**src/rtl/cache_mem_arbiter.sv**
```systemverilog
// Shares one burst memory port between icache and dcache, holding each grant for a full line burst.
// Optional macro ARB_ROUND_ROBIN_EN: alternate grants on contention instead of fixed dcache priority.
module cache_mem_arbiter #(
  parameter int BURST_LEN = 8
) (
  input  logic        clk,
  input  logic        reset,
  input  logic        i_req,
  input  logic [31:0] i_addr,
  output logic        i_addr_ok,
  output logic        i_data_ok,
  output logic [31:0] i_rdata,
  input  logic        d_req,
  input  logic        d_wen,
  input  logic [31:0] d_addr,
  input  logic [31:0] d_wdata,
  input  logic        d_wlast,
  input  logic        d_awvalid,
  output logic        d_addr_ok,
  output logic        d_data_ok,
  output logic [31:0] d_rdata,
  output logic        mem_req,
  output logic        mem_wen,
  output logic [31:0] mem_addr,
  output logic [31:0] mem_wdata,
  output logic        mem_wlast,
  output logic        mem_awvalid,
  input  logic [31:0] mem_rdata,
  input  logic        mem_addr_ok,
  input  logic        mem_data_ok
);

  localparam int BEAT_W = (BURST_LEN > 1) ? $clog2(BURST_LEN) : 1;
  localparam logic [BEAT_W-1:0] LAST_BEAT = BEAT_W'(BURST_LEN - 1);

  typedef enum logic [1:0] {IDLE, I_RD, D_RD, D_WR} state_t;

  state_t state, state_next;
  logic [BEAT_W-1:0] beat, beat_next;
  logic grant_d;
  logic burst_end;

`ifdef ARB_ROUND_ROBIN_EN
  typedef enum logic {ICACHE, DCACHE} owner_t;
  owner_t last_grant;

  assign grant_d = d_req && (!i_req || (last_grant == ICACHE));

  always_ff @(posedge clk) begin
    if (reset) begin
      last_grant <= ICACHE;
    end else if (burst_end) begin
      last_grant <= (state == I_RD) ? ICACHE : DCACHE;
    end
  end
`else
  assign grant_d = d_req;
`endif

  // Writes end on the owner's last-beat marker; reads end on the beat count.
  always_comb begin
    burst_end = 1'b0;
    if (mem_data_ok) begin
      unique case (state)
        I_RD, D_RD: burst_end = (beat == LAST_BEAT);
        D_WR:       burst_end = d_wlast;
        default:    burst_end = 1'b0;
      endcase
    end
  end

  always_ff @(posedge clk) begin
    if (reset) begin
      state <= IDLE;
      beat  <= '0;
    end else begin
      state <= state_next;
      beat  <= beat_next;
    end
  end

  always_comb begin
    state_next = state;
    beat_next  = beat;
    unique case (state)
      IDLE: begin
        if (grant_d) begin
          state_next = d_wen ? D_WR : D_RD;
        end else if (i_req) begin
          state_next = I_RD;
        end
      end
      I_RD, D_RD, D_WR: begin
        if (burst_end) begin
          state_next = IDLE;
          beat_next  = '0;
        end else if (mem_data_ok) begin
          beat_next = beat + 1'b1;
        end
      end
      default: state_next = IDLE;
    endcase
  end

  // Memory side follows the owner only; everything stays quiet while reset is held.
  always_comb begin
    mem_req     = 1'b0;
    mem_wen     = 1'b0;
    mem_addr    = '0;
    mem_wdata   = '0;
    mem_wlast   = 1'b0;
    mem_awvalid = 1'b0;
    i_addr_ok   = 1'b0;
    i_data_ok   = 1'b0;
    d_addr_ok   = 1'b0;
    d_data_ok   = 1'b0;
    if (!reset) begin
      unique case (state)
        I_RD: begin
          mem_req   = i_req;
          mem_addr  = i_addr;
          i_addr_ok = mem_addr_ok;
          i_data_ok = mem_data_ok;
        end
        D_RD: begin
          mem_req   = d_req;
          mem_addr  = d_addr;
          d_addr_ok = mem_addr_ok;
          d_data_ok = mem_data_ok;
        end
        D_WR: begin
          mem_req     = d_req;
          mem_wen     = 1'b1;
          mem_addr    = d_addr;
          mem_wdata   = d_wdata;
          mem_wlast   = d_wlast;
          mem_awvalid = d_awvalid;
          d_addr_ok   = mem_addr_ok;
          d_data_ok   = mem_data_ok;
        end
        default: begin
          mem_req = 1'b0;
        end
      endcase
    end
  end

  assign i_rdata = mem_rdata;
  assign d_rdata = mem_rdata;

endmodule

```
**config.mk**
```make
export PLATFORM = sky130hd
export DESIGN_NAME = cache_mem_arbiter
export DESIGN_NICKNAME = d
export VERILOG_FILES = /design/src/rtl/cache_mem_arbiter.sv
export SDC_FILE = /design/constraint.sdc
export NUM_CORES = 1
export LEC_CHECK = 0
export ABC_AREA = 1
export CAP_MARGIN = 10
export CORE_AREA = 2 2 107 109
export DETAILED_ROUTE_END_ITERATION = 6
export DIE_AREA = 0 0 109 111
export SLEW_MARGIN = 15
export SYNTH_ARGS = -nofsm -noshare
export SYNTH_HDL_FRONTEND = slang
export SYNTH_SLANG_ARGS = --single-unit
export TNS_END_PERCENT = 5
```
**constraint.sdc**
```tcl
create_clock -name clk -period 2 [get_ports clk]
set_input_delay 0.6 -clock clk [delete_from_list [all_inputs] [get_ports clk]]
set_output_delay 0.6 -clock clk [all_outputs]
set_load 0.02 [all_outputs]
```
==> impl_results.md, run 1 <==
- Drt wl/cell: ~14 um
- Power Total: approximately 1.3 mW
- Unrepaired setup endpoints after global routing: true
- Core Rows: 39
- Post-synthesis sequential area ratio: under 10%
- Clock Skews: ~0.0022 ns
- Clock Latency Late Sink: ~0.23 ns
- Iter 0 DRT Violations: 59
- Chip height: ~110 um
- First-pass GRT wire length: about 11000 um
- Max Cap Viol: 0
- Clock Tree Buf Depth: 2
- Setup TNS: -6.29 ns
- Relative slew slack: 87.7%
- EDFF count, synth: 0
- Crit Path Category: flop to output port
- Fmax: between 400 and 500 MHz
- Yosys cell types: 16
- Share of cells above drive strength 1: 38.8%
- Vias in the first global route: about 2200
- Yosys reg bits: 5
- Post-synthesis simple-gate area fraction: 27.8%
- Routed WL: 7430 um
- Critical Path RT: ~1.4 ns
- Placement Cell Area: 3260 um^2
- Post-synthesis mux area share: 0%
- HPWL Detailed: 5720 um
- Sink Count: 5
- Initial antenna violation count: 0
- Chip Width: ~110 um
- Synth warn: 0
- DR vias/cell: between 3 and 4
- Failing checks: setup timing
- Synth Area in Adders: approximately 5%
- GRT Util Overall: 11.7%
- TritonCTS clock tree: built
- Starting density of the core: between 15 and 20%
- Dpl ws: -0.758 ns
- # port buffers: 176
- Nets: roughly 530
- Clock-pin slew on the worst setup and hold paths: approximately 0.030 ns
- Fin worst setup slack: -0.220 ns
- Fillers: roughly 1200
- Pleak: approximately 1.4 nW
- Synthesized instance count: 270
- GR Overflow Total: 0
- Slew Viols, Final: 0
- Fin cells: 530
- DR DRC count: 0
- R2r setup slk: roughly 0.57 ns
- Pwr/cell area: slightly above 400 nW/um^2
- Crit path from: state[0]
- TritonRoute pass-1 iters: 4
- Dominant cell type by area after synthesis: buf_4
- Fraction of registers with async set/reset: 0%
- Cell with the most instances after synthesis: nor2_1
- Core area: around 11000 um^2
- Period minus WS final: 2.22 ns
- Reg2Reg Depth: 8
- Commonest cells post-synth: nor2_1, buf_4, nand2_1, a22oi_2
- Setup Buffers After CTS: 0
- Placed cell count: 523
- XOR/XNOR Fraction of Synth Area: 0%
- Post-synth top flop: dfxtp_1
- Syn Nets: just over 400
- Synth area leaders: buf_4, a22oi_2, nor2_1
- Area Growth Syn to Fin: 86.8%
- Worst R2R Start: state[0]
- Outcome: finished with violations
- Main combinational cell family by area after synthesis: buffers and inverters
- Syn_area_per_cell: approximately 6.4 um^2
- Num CTS Buffers: 3
- Die Area: around 12000 um^2
- Period utilisation layout: 111%
- Least-Margin Pin Slew: 0.183 ns
- Diode count: 0
- Routed vias: approximately 2100
- Pin count of the biggest net entering global routing: 36
- Share of the synthesized area in the top cell type: 27.7%
- Placer Congestion: approximately 0.72
- DRT antenna net count: 0
- Crit path launch type: flop
- Clock Root Buffer: clkbuf_16
- CP endpoint kind: output port
- Hold Vio Cnt, Final: 0
- CP max FO: 12
- Class of the worst hold path: flop to flop
- Synth Cell Area: roughly 1700 um^2
- Synth Area in Compound Gates: 24.6%
- # IOs: about 270
- Worst R2R End: state[1]
- Setup crit end: mem_addr[5]
- CP arrival: around 1.6 ns
- Post-Layout Inst Area: roughly 3200 um^2
- Htree depth: 1
- Peak supply drop: 0.217 mV
- Finish-stage setup viols: 37
[layer usage]
layer | vias to the layer above | part of all wire, % | global-route usage (%)
li1 | 1037 | - | -
met1 | 907 | 34 | 11.3
met2 | 162 | 49 | 21.4
met3 | 7 | 16 | 5.47
met4 | 0 | 1.7 | 3.50
met5 | - | 0 | 0
[cells in the final DEF (no fill, tap or decap), drive strengths merged]
cell | synthesis | routed
nand3 | 3 | 3
inv | 10 | 10
a21oi | 5 | 5
clkdlybuf4s50 | 0 | 102
or2 | 1 | 1
nor2 | 70 | 70
nor3 | 5 | 5
buf | 74 | 91
a22oi | 33 | 33
dfxtp | 5 | 5
ha | 7 | 7
o211ai | 1 | 1
clkbuf | 10 | 7
dlygate4sd2 | 0 | 1
nand2 | 46 | 46
[sequential cells by signal (all words and copies together) (netlist names)]
signal  flops
state       2
beat        3
[worst min path at each step]
stage | start | endpoint | slack [ns] | cells past startpoint
final | beat[1] | beat[1] | 0.47 | 2
after global routing | beat[1] | beat[1] | 0.49 | 2
after CTS | beat[1] | beat[1] | 0.47 | 2
after detailed placement | beat[1] | beat[1] | 0.47 | 2
after global placement | beat[1] | beat[1] | 0.46 | 2
after floorplan | beat[1] | beat[1] | 0.45 | 2
[metrics by stage]
| stage | utilization, % | hold slack (ns) |
|---|---|---|
| after floorplan | - | 0.449 |
| after global placement | 29.4 | 0.457 |
| after detailed placement | 29.4 | 0.468 |
| after CTS | 28.5 | 0.474 |
| after global routing | 29.2 | 0.493 |
| final | 29.2 | 0.472 |
[logic make-up after synthesis]
kind of cell	after synthesis
and+or+nand+nor	125
buffers and inverters	94
AOI/OAI and AO/OA	39
adders and majority gates	7
DFF	5
[power by group]
group / internal, mW / switching [mW] / total, mW
combinational: 0.462 / 0.393 / 0.855
sequential: 0.111 / 0.00935 / 0.120
clock: 0.264 / 0.0687 / 0.333
total: 0.837 / 0.471 / 1.31
[repair_timing]
item / CTS / global route
pin swaps: 0 / 0
cloned: 3 / 0
hold buffers: 0 / 0
resized for setup: 315 / 56
endpoints found under the setup margin: 72 / 72
[critical path, cell delays in order, from the launching register on]
cell	delay, ns
dfxtp_4	0.35
ha_2	0.21
or2_4	0.30
buf_12	0.16
a22oi_2	0.15
nor2_1	0.06
buf_4	0.15
[final cells by class]
cell class                 count  area [um^2]  share of cell area (%)
timing repair buffer         197         1780                    54.9
multi-input combinational    171         1060                    32.7
tap                          143          179                    5.53
sequential                     5          105                    3.25
clock buffer                   4         78.8                    2.44
inverter                      10         37.5                    1.16
(Power assumes the default switching activity.)
==> run 2: changes to the inputs <==
- ABC_CLOCK_PERIOD_IN_PS: default -> 2000
==> results of run 2 <==
No change in the layout: final DEF, timing and power equal those of run 1.
==> run 3: changes to the inputs <==
- CAP_MARGIN: 10 -> 0
- CELL_PAD_IN_SITES_DETAIL_PLACEMENT: default -> 1
- CELL_PAD_IN_SITES_GLOBAL_PLACEMENT: default -> 1
- CORE_AREA: 2 2 107 109 -> 2 2 119 121
- DIE_AREA: 0 0 109 111 -> 0 0 121 123
- PLACE_DENSITY_LB_ADDON: default -> 0.1
==> run 3 against run 2 <==
Against the previous run: the flow still finishes with violations (setup timing); cell area increased by 10%; via count increased by 4.1%; critical endpoint is now mem_addr[9]; routed wire length increased by 8.2%; combinational power increased by 15%; total power increased by 9.8%; critical path type unchanged; critical path depth increased by 2; count of clock-buffer cells in the layout unchanged; first-iteration DRC count decreased by 1.7%; non-clock buffer count increased by 9.
==> impl_results.md, run 3 (synthesis gave the netlist of run 1 again) <==
- Outcome: finished with violations
- Failing checks: setup timing
- Htree depth: 1 (unchanged)
- First-pass GRT wire length: 11800 um (+7.2%)
- GR Overflow Total: 0 (unchanged)
- Class of the worst hold path: flop to flop
- Area Growth Syn to Fin: 106%
- Share of cells above drive strength 1: 43.7% (+4.9 points)
- Period minus WS final: 2.29 ns (+0.0658 ns)
- Worst R2R Start: state[0]
- Clock Latency Late Sink: 0.23 ns (about the same)
- Pin count of the biggest net entering global routing: 36 (unchanged)
- Hold_sp: beat[2]
- Placer Congestion: 0.661 (-8.7%)
- Crit-path cells: inv_4 > ha_4 > or2_4 > buf_12 > buf_16 > a22oi_2 > nor2_1 > buf_4
- Finish-stage setup viols: 36 (-2.7%)
- Vias in the first global route: 2271 (+4.5%)
- Largest regs: beat (3), state (2)
- Routed vias: 2200 (+4.1%)
- Chip Width: 121 um (+11%)
- # IOs: 273 (unchanged)
- CP endpoint kind: output port
- Iter 0 DRT Violations: 58 (-1.7%)
- GRT Util Overall: 10.0% (-1.6 points)
- Crit Path Category: flop to output port
- Peak supply drop: 0.215 mV (-0.75%)
- Worst R2R End: state[0]
- Period utilisation layout: 114% (+3.3 points)
- DRT antenna net count: 0 (unchanged)
- Chip height: 123 um (+11%)
- Hold path cells: 2 (unchanged)
- Fin worst setup slack: -0.286 ns (-0.0658 ns)
- Hold EP: beat[2]
- Clock Root Buffer: clkbuf_16
- Reg with most FFs: beat
- Pwr/cell area: 403 nW/um^2 (-0.30%)
- Nets: 541 (+1.7%)
- Critical Path RT: 1.40 ns (about the same)
- CP arrival: 1.69 ns (+0.07 ns)
- Max Cap Viol: 0 (unchanged)
- Clock-pin slew on the worst setup and hold paths: 0.03 ns (about the same)
- Buffers plus inverters on the worst setup path: 4 (+2)
- Unrepaired setup endpoints after global routing: true
- Kind of cell adding the most delay to the critical path: buffers and inverters
- Diode count: 0 (unchanged)
- Max reg flops: 3 (unchanged)
- Clock Tree Buf Depth: 2 (unchanged)
- Commonest non-fill, non-tap cell in the layout: clkdlybuf4s50_1
- Setup TNS: -6.93 ns (-0.638 ns)
- Crit path launch type: flop
- Core area: 13600 um^2 (+23%)
- Relative slew slack: 85.9% (-1.8 points)
- Cts hold-fix bufs: 0 (unchanged)
- Delay of the slowest critical-path stage: 0.38 ns (+0.03 ns)
- Fillers: 1664 (+34%)
- Reg2Reg Depth: 9 (+1)
- Clock Skews: 0.00115 ns (-0.00106 ns)
- Slowest-stage cell, CP: dfxtp_4
- DR DRC count: 0 (unchanged)
- R2r setup slk: 0.44 ns (-0.13 ns)
- Slew Viols, Final: 0 (unchanged)
- Least-Margin Pin Slew: 0.212 ns (+0.0289 ns)
- Hold Vio Cnt, Final: 0 (unchanged)
- HPWL Detailed: 5970 um (+4.4%)
- TritonRoute pass-1 iters: 3 (-1)
- TritonCTS clock tree: built
- Most frequent cells in the layout: clkdlybuf4s50_1, buf_4, nor2_1
- DR vias/cell: 3.82 (-4.2%)
- Routed WL: 8040 um (+8.2%)
- Drt wl/cell: 14.0 um (-0.43%)
- Die Area: 14900 um^2 (+23%)
- Starting density of the core: 12.7% (-2.9 points)
- Core Rows: 43 (+10%)
- Pleak: 1.43 nW (+5.3%)
- Fmax: 438 MHz (-2.9%)
- Initial antenna violation count: 0 (unchanged)
- Sink Count: 5 (unchanged)
- CP max FO: 6 (-6)
- # port buffers: 176 (unchanged)
- Num CTS Buffers: 3 (unchanged)
- WHS: 0.469 ns (-0.00322 ns)
==> run 3: changes by cell type in the layout (fill, tap and decap cells not counted), moves of 4 or more <==
cell	previous run	this run
buf_2	29	18
buf_4	51	60
ha_4	0	4
nor2_1	60	49
nor2_2	10	18
buf_6	3	15
==> run 3: what timing repair did <==
item / in CTS / in global routing
setup buffers: 5 / 0
resized for setup: 340 / 83
endpoints found under the setup margin: 72 / 64
pin swaps: 4 / 6
gates cloned: 3 / 0
==> run 3: per-layer routing <==
layer,routed length [um],part of all wire (%),GRT usage [%],vias up
met5,0,0,0,-
met4,119,1.5,2.47,0
met3,1220,15,5.07,18
met2,3710,46,17.1,153
met1,2990,37,11.1,973
li1,-,-,-,1056
==> run 3: worst reg2reg max path: stages, from the launching register on <==
cell     delay [ns]
dfxtp_4        0.38
inv_4          0.04
buf_4          0.14
buf_4          0.12
ha_1           0.29
nand2_1        0.06
nand2_1        0.10
nand3_1        0.12
nand3_1        0.07
a21oi_1        0.14
==> run 3: worst max-delay path by stage <==
stage,startpoint,endpoint,slack [ns],cells after the start
final,state[0],mem_addr[9],-0.29,8
after global routing,state[0],mem_addr[9],-0.36,8
after CTS,state[0],mem_addr[26],-0.30,8
after detailed placement,reset,mem_addr[1],-0.81,6
after global placement,reset,d_addr_ok,-0.81,5
after floorplan,state[0],d_addr_ok,-0.11,7
==> run 3: per-stage QoR <==
stage | instance area (um^2) | util, % | worst slack [ns] | std cells | power [mW]
6_report | 3560 | 26.2 | -0.286 | 576 | 1.44
5_1_grt | 3560 | 26.2 | -0.361 | 576 | 1.54
4_1_cts | 3300 | 24.3 | -0.299 | 576 | 1.40
3_5_place_dp | 3340 | 24.5 | -0.815 | 564 | 0.971
3_3_place_gp | 3340 | 24.5 | -0.805 | 564 | 0.968
2_1_floorplan | 1730 | - | -0.107 | 270 | 0.692
==> run 3: layout make-up <==
class | instances | area (um^2) | share of cell area, %
tap | 180 | 225 | 6.32
timing repair buffer | 206 | 1960 | 55.1
multi-input combinational | 171 | 1150 | 32.2
sequential | 5 | 108 | 3.02
inverter | 10 | 40.0 | 1.12
clock buffer | 4 | 78.8 | 2.21
==> run 3: power by group <==
group / leakage, nW / internal (mW) / switching [mW]
Combinational: 1.35 / 0.540 / 0.439
Clock: 0.0382 / 0.264 / 0.0671
Sequential: 0.0422 / 0.111 / 0.0144
